### src/rtl/danger_scheduler.sv
// Obstacle generator for the dino game: three scrolling slots with LFSR-driven spawning.
// Optional build macro BIRD_SPAWN_EN also lets bird obstacles spawn (cactus-only otherwise).
module danger_scheduler #(
  parameter int          SPAWN_X = 720,
  parameter int          MIN_GAP = 200,
  parameter logic [15:0] SEED    = 16'hACE1
) (
  input  logic       clk,
  input  logic       rst,
  input  logic       clear,
  input  logic       run,
  input  logic       tick,
  input  logic [3:0] speed,
  output logic [9:0] new_danger_pos1,
  output logic [9:0] new_danger_pos2,
  output logic [9:0] new_danger_pos3,
  output logic [2:0] danger_type1,
  output logic [2:0] danger_type2,
  output logic [2:0] danger_type3,
  output logic       danger_en1,
  output logic       danger_en2,
  output logic       danger_en3
);

  localparam logic [15:0] SEED_EFF  = (SEED == 16'h0000) ? 16'h0001 : SEED;
  localparam logic [9:0]  SPAWN_POS = 10'(SPAWN_X);
  localparam logic [10:0] SPAWN_X11 = 11'(SPAWN_X);
  localparam logic [10:0] MIN_GAP11 = 11'(MIN_GAP);
  localparam logic [2:0]  NOTHING   = 3'd5;

  typedef enum logic [1:0] {IDLE, MOVE, SPAWN} state_t;

  state_t      state_reg, state_next;
  logic [9:0]  pos_reg  [3];
  logic [9:0]  pos_next [3];
  logic [2:0]  kind_reg [3];
  logic [2:0]  kind_next[3];
  logic [2:0]  en_reg, en_next;
  logic [15:0] lfsr_reg, lfsr_next;

  logic [10:0] gap;
  logic        fits;
  logic [2:0]  free_sel;

  function automatic logic [2:0] pick_type(input logic [2:0] v);
`ifdef BIRD_SPAWN_EN
    return (v < 3'd5) ? v : v - 3'd3;
`else
    return 3'(v % 3'd3) + 3'd2;
`endif
  endfunction

  // Spacing check sees the positions already scrolled by the MOVE cycle.
  always_comb begin
    gap  = MIN_GAP11 + {3'b000, lfsr_reg[7:4], 4'b0000};
    fits = 1'b1;
    for (int i = 0; i < 3; i++) begin
      if (en_reg[i] && (({1'b0, pos_reg[i]} + gap) > SPAWN_X11)) fits = 1'b0;
    end
    free_sel[0] = ~en_reg[0];
    free_sel[1] = ~en_reg[1] & en_reg[0];
    free_sel[2] = ~en_reg[2] & en_reg[1] & en_reg[0];
  end

  always_comb begin
    state_next = state_reg;
    en_next    = en_reg;
    lfsr_next  = lfsr_reg;
    for (int i = 0; i < 3; i++) begin
      pos_next[i]  = pos_reg[i];
      kind_next[i] = kind_reg[i];
    end
    case (state_reg)
      IDLE: begin
        if (tick && run) state_next = MOVE;
      end
      MOVE: begin
        for (int i = 0; i < 3; i++) begin
          if (en_reg[i]) begin
            if (pos_reg[i] <= {6'd0, speed}) begin
              en_next[i]   = 1'b0;
              pos_next[i]  = 10'd0;
              kind_next[i] = NOTHING;
            end else begin
              pos_next[i] = pos_reg[i] - {6'd0, speed};
            end
          end
        end
        state_next = SPAWN;
      end
      SPAWN: begin
        lfsr_next = {lfsr_reg[14:0],
                     lfsr_reg[15] ^ lfsr_reg[13] ^ lfsr_reg[12] ^ lfsr_reg[10]};
        if (fits && (free_sel != 3'b000)) begin
          for (int i = 0; i < 3; i++) begin
            if (free_sel[i]) begin
              en_next[i]   = 1'b1;
              pos_next[i]  = SPAWN_POS;
              kind_next[i] = pick_type(lfsr_reg[2:0]);
            end
          end
        end
        state_next = IDLE;
      end
      default: state_next = IDLE;
    endcase
  end

  always_ff @(posedge clk or negedge rst) begin
    if (!rst) begin
      state_reg <= IDLE;
      en_reg    <= 3'b000;
      lfsr_reg  <= SEED_EFF;
      for (int i = 0; i < 3; i++) begin
        pos_reg[i]  <= 10'd0;
        kind_reg[i] <= NOTHING;
      end
    end else if (clear) begin
      state_reg <= IDLE;
      en_reg    <= 3'b000;
      lfsr_reg  <= SEED_EFF;
      for (int i = 0; i < 3; i++) begin
        pos_reg[i]  <= 10'd0;
        kind_reg[i] <= NOTHING;
      end
    end else begin
      state_reg <= state_next;
      en_reg    <= en_next;
      lfsr_reg  <= lfsr_next;
      for (int i = 0; i < 3; i++) begin
        pos_reg[i]  <= pos_next[i];
        kind_reg[i] <= kind_next[i];
      end
    end
  end

  assign new_danger_pos1 = pos_reg[0];
  assign new_danger_pos2 = pos_reg[1];
  assign new_danger_pos3 = pos_reg[2];
  assign danger_type1    = kind_reg[0];
  assign danger_type2    = kind_reg[1];
  assign danger_type3    = kind_reg[2];
  assign danger_en1      = en_reg[0];
  assign danger_en2      = en_reg[1];
  assign danger_en3      = en_reg[2];

endmodule

### config.mk
export PLATFORM = sky130hd
export DESIGN_NAME = danger_scheduler
export DESIGN_NICKNAME = d
export VERILOG_FILES = /design/src/rtl/danger_scheduler.sv
export SDC_FILE = /design/constraint.sdc
export NUM_CORES = 1
export LEC_CHECK = 0
export CAP_MARGIN = 15
export CORE_UTILIZATION = 52
export DETAILED_ROUTE_END_ITERATION = 10
export PLACE_DENSITY = 0.75
export RECOVER_POWER = 100
export SLEW_MARGIN = 20
export SYNTH_ARGS = -nofsm -noshare
export SYNTH_HDL_FRONTEND = slang
export SYNTH_SLANG_ARGS = --single-unit
### constraint.sdc
create_clock -name clk -period 4.7 [get_ports clk]
set_input_delay 0.705 -clock clk [delete_from_list [all_inputs] [get_ports clk]]
set_output_delay 0.705 -clock clk [all_outputs]
set_load 0.01 [all_outputs]
==> flow_metrics.tcl, run 1 <==
set metrics [dict create \
    ys_ff_latch 60 \
    synth-xor-area-share 0.0344 \
    syn_avg_cell_area_sq_um 8.84 \
    grt_usage 0.274 \
    drive_above_1_share 0.104 \
    violations "max-capacitance violations, max-slew violations" \
    yosys-top-cells-area "dfrtp_1, ha_1, dfstp_2, o21ai_0, nand2_1" \
    hold_path_startpoint "lfsr_reg[11]$_DFFE_PN1P_" \
    root_buffer "clkbuf_8" \
    fin_crit_ns 4.18 \
    start_kind "register" \
    yosys.cell_types.count 64 \
    cts_buffer_depth 2 \
    setup_tns_ns 0 \
    r2r_start "lfsr_reg[6]$_DFFE_PN1P_" \
    drt_iter0_markers 198 \
    first_pass_iters 5 \
    power.density_mw_per_mm2 525 \
    cts_tree "done" \
    largest_reg_flops 16 \
    vdd_ir_drop_max_mv 0.262 \
    syn_to_final_growth_pct 18.3 \
    start_util 0.549 \
    netlist.area_leader.share 0.266 \
    slowest_stage "clkbuf_1" \
    synth_commonest_cells "nand2_1, dfrtp_1, o21ai_0, nor2_1, a21oi_1" \
    cp_num_cells 14 \
    drt-total-wl_um 11200 \
    slew_viol_final 61 \
    status "finished, violations left" \
    required_ns 4.95 \
    num_antenna_cells 0 \
    ys_async_sr_fraction 1.00 \
    fin_util 0.650 \
    path_class "register to register" \
    synth_fa_ha_area_frac 0.120 \
    drc 0 \
    synth_enable_flop_cells 0 \
    arrival_ns 4.42 \
    synth_ff_type "dfrtp_1" \
    cts_buffers 9 \
    maxSlewHeadroom -1.14 \
    p_leak_nw 2.33 \
    synth_seq_area_share 0.351 \
    syn_inst 490 \
    yosysTopAreaCell "dfrtp_1" \
    path_cells "inv_1, ha_1, inv_1, ha_1, a21o_1, a221oi_1, nor3_1, xnor2_1, o211ai_1, a211oi_4, a221oi_2, clkbuf_1, o21ai_0, o21ai_0" \
    tightest_slew_ns 3.21 \
    cts.clk_slew.worst_paths_ns 0.08 \
    max_freq_ghz 0.239 \
    htreeDepth 3 \
    die_x_um 93.3 \
    clock_sinks 60 \
    antenna_found_initial 0 \
    min_to "lfsr_reg[11]$_DFFE_PN1P_" \
    hold_buffers 0 \
    grt_start_max_net_pins 61 \
    synth_top_family_by_area "compound AO/OA/AOI/OAI gates" \
    syn_area_sq_mm 0.00433 \
    port_buffers 50 \
    grt_pass1_vias 3717 \
    wire_per_inst_um 17.3 \
    num_rows 32 \
    gp_congestion 0.922 \
    critPathTopFamily "compound AO/OA/AOI/OAI gates" \
    r2r_cells 14 \
    insertion_delay_ns 0.35 \
    period_share 0.889 \
    final_nets 588 \
    crit_buf_inv 3 \
    path_max_fanout 19 \
    vias_per_cell 6.08 \
    hold_depth 2 \
    grt_pass1_wl_um 18400 \
    synth-compound-area-share 0.262 \
    slowest_delay_ns 0.59 \
    reg2reg_setup_slack_ns 0.52 \
    yosys.area_share.simple 0.174 \
    rsz0062_at_grt "false" \
    synth.area.mux_share 0.0179 \
    io_pins 51 \
    timing.final.setup_violations 0 \
    ant_nets 0 \
    die_area_sq_mm 0.00870 \
    postCtsResizedCells 0 \
    finalHoldViolations 0 \
    hpwl_um 8070 \
    syn_nets 537 \
    core-area_sq_mm 0.00789 \
    gr-total-overflow 0 \
    maxCapViolations 1 \
    post_cts_buffers 0 \
    hold_path_class "register to register" \
    finClkSkew_ns 0.0125 \
    yosysMostFrequentCell "nand2_1" \
    end_kind "register" \
    yosys_warnings 0 \
    r2r-end "new_danger_pos2[4]$_DFFE_PN0P_" \
    vias 3942 \
    die_h_um 93.3 \
]
[how the worst max path moves through the flow]
stage / startpoint / endpoint / slack [ns]
after floorplan: lfsr_reg[6]$_DFFE_PN1P_ / new_danger_pos3[9]$_DFFE_PN0P_ / 1.38
after global placement: speed[0] / danger_type2[1]$_DFFE_PN0P_ / 0.86
after detailed placement: speed[0] / danger_type2[1]$_DFFE_PN0P_ / 0.70
after CTS: lfsr_reg[6]$_DFFE_PN1P_ / new_danger_pos3[8]$_DFFE_PN0P_ / 0.89
after global routing: lfsr_reg[6]$_DFFE_PN1P_ / new_danger_pos2[4]$_DFFE_PN0P_ / 0.36
final: lfsr_reg[6]$_DFFE_PN1P_ / new_danger_pos2[4]$_DFFE_PN0P_ / 0.52
[worst reg2reg max path: stages, from the launching register on]
cell and delay, ns:
dfstp_2 0.53, inv_1 0.12, ha_1 0.33, inv_1 0.23, ha_1 0.32, a21o_1 0.18, a221oi_1 0.43, nor3_1 0.11
xnor2_1 0.14, o211ai_1 0.34, a211oi_4 0.11, a221oi_2 0.28, clkbuf_1 0.59, o21ai_0 0.22, o21ai_0 0.14
[routing by layer]
layer  share of wire  GRT usage
met1            0.46      0.376
met2            0.46      0.444
met3           0.058     0.0537
met4           0.015     0.0654
met5               0          0
[kinds of logic after synthesis]
logic type      after synthesis
xor+xnor                     17
simple gates                158
buf+inv                      45
flops                        60
compound gates              165
fa+ha+maj                    38
mux                           7
[placed cells by master (no fill, tap or decap), drive strengths merged, types with 5 or more instances in the layout]
cell type	netlist	layout
nor2	41	41
clkdlybuf4s50	0	6
dfrtp	46	46
inv	29	30
nand3	10	10
ha	32	32
a21o	12	12
mux2	6	6
dfstp	14	14
fa	6	6
or2	5	5
o31ai	10	10
nor2b	10	10
o211ai	7	7
a31oi	11	11
a211oi	8	8
nand2	53	53
o21ai	47	47
nor3	12	12
xnor2	13	13
dlygate4sd3	0	43
a21oi	34	34
clkbuf	13	13
[stage by stage]
| stage | area (sq um) | setup slack, ns | total power [mW] | instances | hold WS, ns |
|---|---|---|---|---|---|
| floorplan | 4330 | 1.38 | 1.73 | 490 | 0.409 |
| global placement | 4930 | 0.855 | 2.14 | 632 | 0.471 |
| detailed placement | 4930 | 0.698 | 2.19 | 632 | 0.479 |
| CTS | 5150 | 0.885 | 2.74 | 648 | 0.490 |
| global route | 5130 | 0.358 | 2.89 | 648 | 0.504 |
| finish | 5130 | 0.523 | 2.69 | 648 | 0.487 |
[where the power goes]
part | internal [mW] | switching, mW | total (mW)
clock | 0.301 | 0.236 | 0.537
sequential | 0.619 | 0.174 | 0.793
combinational | 0.614 | 0.746 | 1.36
[final cells by class]
class	count	area, sq um
Multi-Input combinational cell	385	2620
Fill cell	666	2760
Tap cell	102	128
Timing Repair Buffer	56	526
Clock inverter	7	100
Clock buffer	9	124
Inverter	29	109
Sequential cell	60	1520
No activity file was read; power rests on OpenSTA's default activity.
==> inputs of run 2 (changes only) <==
--- a/config.mk
+++ b/config.mk
@@ -9,7 +9,7 @@
 export CORE_UTILIZATION = 52
 export DETAILED_ROUTE_END_ITERATION = 10
 export PLACE_DENSITY = 0.75
-export RECOVER_POWER = 100
+export RECOVER_POWER = 50
 export SLEW_MARGIN = 20
 export SYNTH_ARGS = -nofsm -noshare
 export SYNTH_HDL_FRONTEND = slang
==> flow_metrics.tcl, run 2 (same netlist as run 1, synthesis figures left out) <==
set metrics [dict create \
    drive_above_1_share 0.112 \
    reg2reg_setup_slack_ns 0.79 \
    hold_depth 2 \
    gp_congestion 0.922 \
    vdd_ir_drop_max_mv 0.270 \
    die_x_um 93.3 \
    num_rows 32 \
    vias_per_cell 6.02 \
    antenna_found_initial 0 \
    cts_buffers 9 \
    maxCapViolations 1 \
    postCtsResizedCells 0 \
    core-area_sq_mm 0.00789 \
    gr-total-overflow 0 \
    r2r-end "new_danger_pos3[8]$_DFFE_PN0P_" \
    cts.clk_slew.worst_paths_ns 0.08 \
    fill_cells 661 \
    finClkSkew_ns 0.0110 \
    grt_start_max_net_pins 61 \
    required_ns 4.95 \
    drt_iter0_markers 176 \
    timing.final.setup_violations 0 \
    maxSlewHeadroom -1.13 \
    violations "max-capacitance violations, max-slew violations" \
    power.density_mw_per_mm2 532 \
    hold_path_startpoint "lfsr_reg[11]$_DFFE_PN1P_" \
    ant_nets 0 \
    fin_crit_ns 3.91 \
    hold_buffers 0 \
    root_buffer "clkbuf_8" \
    status "finished, violations left" \
    htreeDepth 3 \
    final_common_cell "nand2_1" \
    num_antenna_cells 0 \
    cts_buffer_depth 2 \
    insertion_delay_ns 0.35 \
    end_kind "register" \
    syn_to_final_growth_pct 18.8 \
    setup_tns_ns 0 \
    drt-total-wl_um 11100 \
    max_freq_ghz 0.256 \
    hold_path_class "register to register" \
    slew_viol_final 61 \
    rsz0062_at_grt "false" \
    arrival_ns 4.17 \
    hpwl_um 8070 \
    wire_per_inst_um 17.2 \
    start_util 0.549 \
    die_h_um 93.3 \
    path_class "register to register" \
    drc 0 \
    r2r_start "lfsr_reg[6]$_DFFE_PN1P_" \
    vias 3904 \
    final_nets 588 \
    tightest_slew_ns 3.19 \
    r2r_cells 14 \
    io_pins 51 \
    period_share 0.833 \
    grt_pass1_wl_um 18400 \
    dp_slack_ns 0.698 \
    cts_tree "done" \
    post_cts_buffers 0 \
    final_cell_mix "nand2_1, o21ai_0, dfrtp_1" \
    port_buffers 50 \
    min_to "lfsr_reg[11]$_DFFE_PN1P_" \
    path_max_fanout 12 \
    grt_usage 0.274 \
    whs_ns 0.487 \
    die_area_sq_mm 0.00870 \
    first_pass_iters 4 \
    grt_pass1_vias 3717 \
    p_leak_nw 2.28 \
    finalHoldViolations 0 \
    largest_reg_flops 16 \
    postLayoutSetupSlackWorst_ns 0.787 \
    clock_sinks 60 \
    start_kind "register" \
]
run 2: power by group:
group / internal, mW / total [mW] / switching [mW]
Clock: 0.301 / 0.538 / 0.237
Combinational: 0.656 / 1.40 / 0.747
Sequential: 0.618 / 0.799 / 0.181
run 2: cell type report:
class | instances | area [sq um] | share of cell area
tap | 102 | 128 | 0.0248
clock buffer | 9 | 124 | 0.0241
timing repair buffer | 56 | 533 | 0.104
inverter | 29 | 109 | 0.0211
clock inverter | 7 | 100 | 0.0194
multi-input combinational | 385 | 2640 | 0.512
sequential | 60 | 1520 | 0.295
run 2: worst max path at each step:
stage / cells past startpoint / end / slack [ns] / startpoint
2_1_floorplan: 13 / new_danger_pos3[9]$_DFFE_PN0P_ / 1.38 / lfsr_reg[6]$_DFFE_PN1P_
3_3_place_gp: 13 / danger_type2[1]$_DFFE_PN0P_ / 0.86 / speed[0]
3_5_place_dp: 13 / danger_type2[1]$_DFFE_PN0P_ / 0.70 / speed[0]
4_1_cts: 14 / new_danger_pos3[8]$_DFFE_PN0P_ / 0.89 / lfsr_reg[6]$_DFFE_PN1P_
5_1_grt: 14 / new_danger_pos3[8]$_DFFE_PN0P_ / 0.63 / lfsr_reg[6]$_DFFE_PN1P_
6_report: 14 / new_danger_pos3[8]$_DFFE_PN0P_ / 0.79 / lfsr_reg[6]$_DFFE_PN1P_
run 2: routing by layer:
layer	global-route usage	part of all wire	up-vias
met5	0	0	-
met4	0.0654	0.014	0
met3	0.0537	0.060	14
met2	0.444	0.47	140
met1	0.376	0.46	1862
li1	-	-	1888
run 2: worst max-delay path, stage by stage, from the launching register on:
cell and delay (ns):
dfstp_2 0.53, inv_1 0.12, ha_1 0.32, inv_1 0.22, ha_1 0.30, a21o_1 0.17, a41oi_1 0.22, o21ai_0 0.18
xnor2_1 0.16, a32o_1 0.27, a211oi_4 0.37, a221oi_4 0.16, buf_4 0.26, or2_1 0.26, o41ai_2 0.26
run 2: stage by stage:
stage	util	instance area [sq um]	cells	total power, mW
floorplan	-	4330	490	1.73
global placement	0.625	4930	632	2.14
detailed placement	0.625	4930	632	2.19
CTS	0.654	5150	648	2.74
global route	0.653	5150	648	2.94
finish	0.653	5150	648	2.74
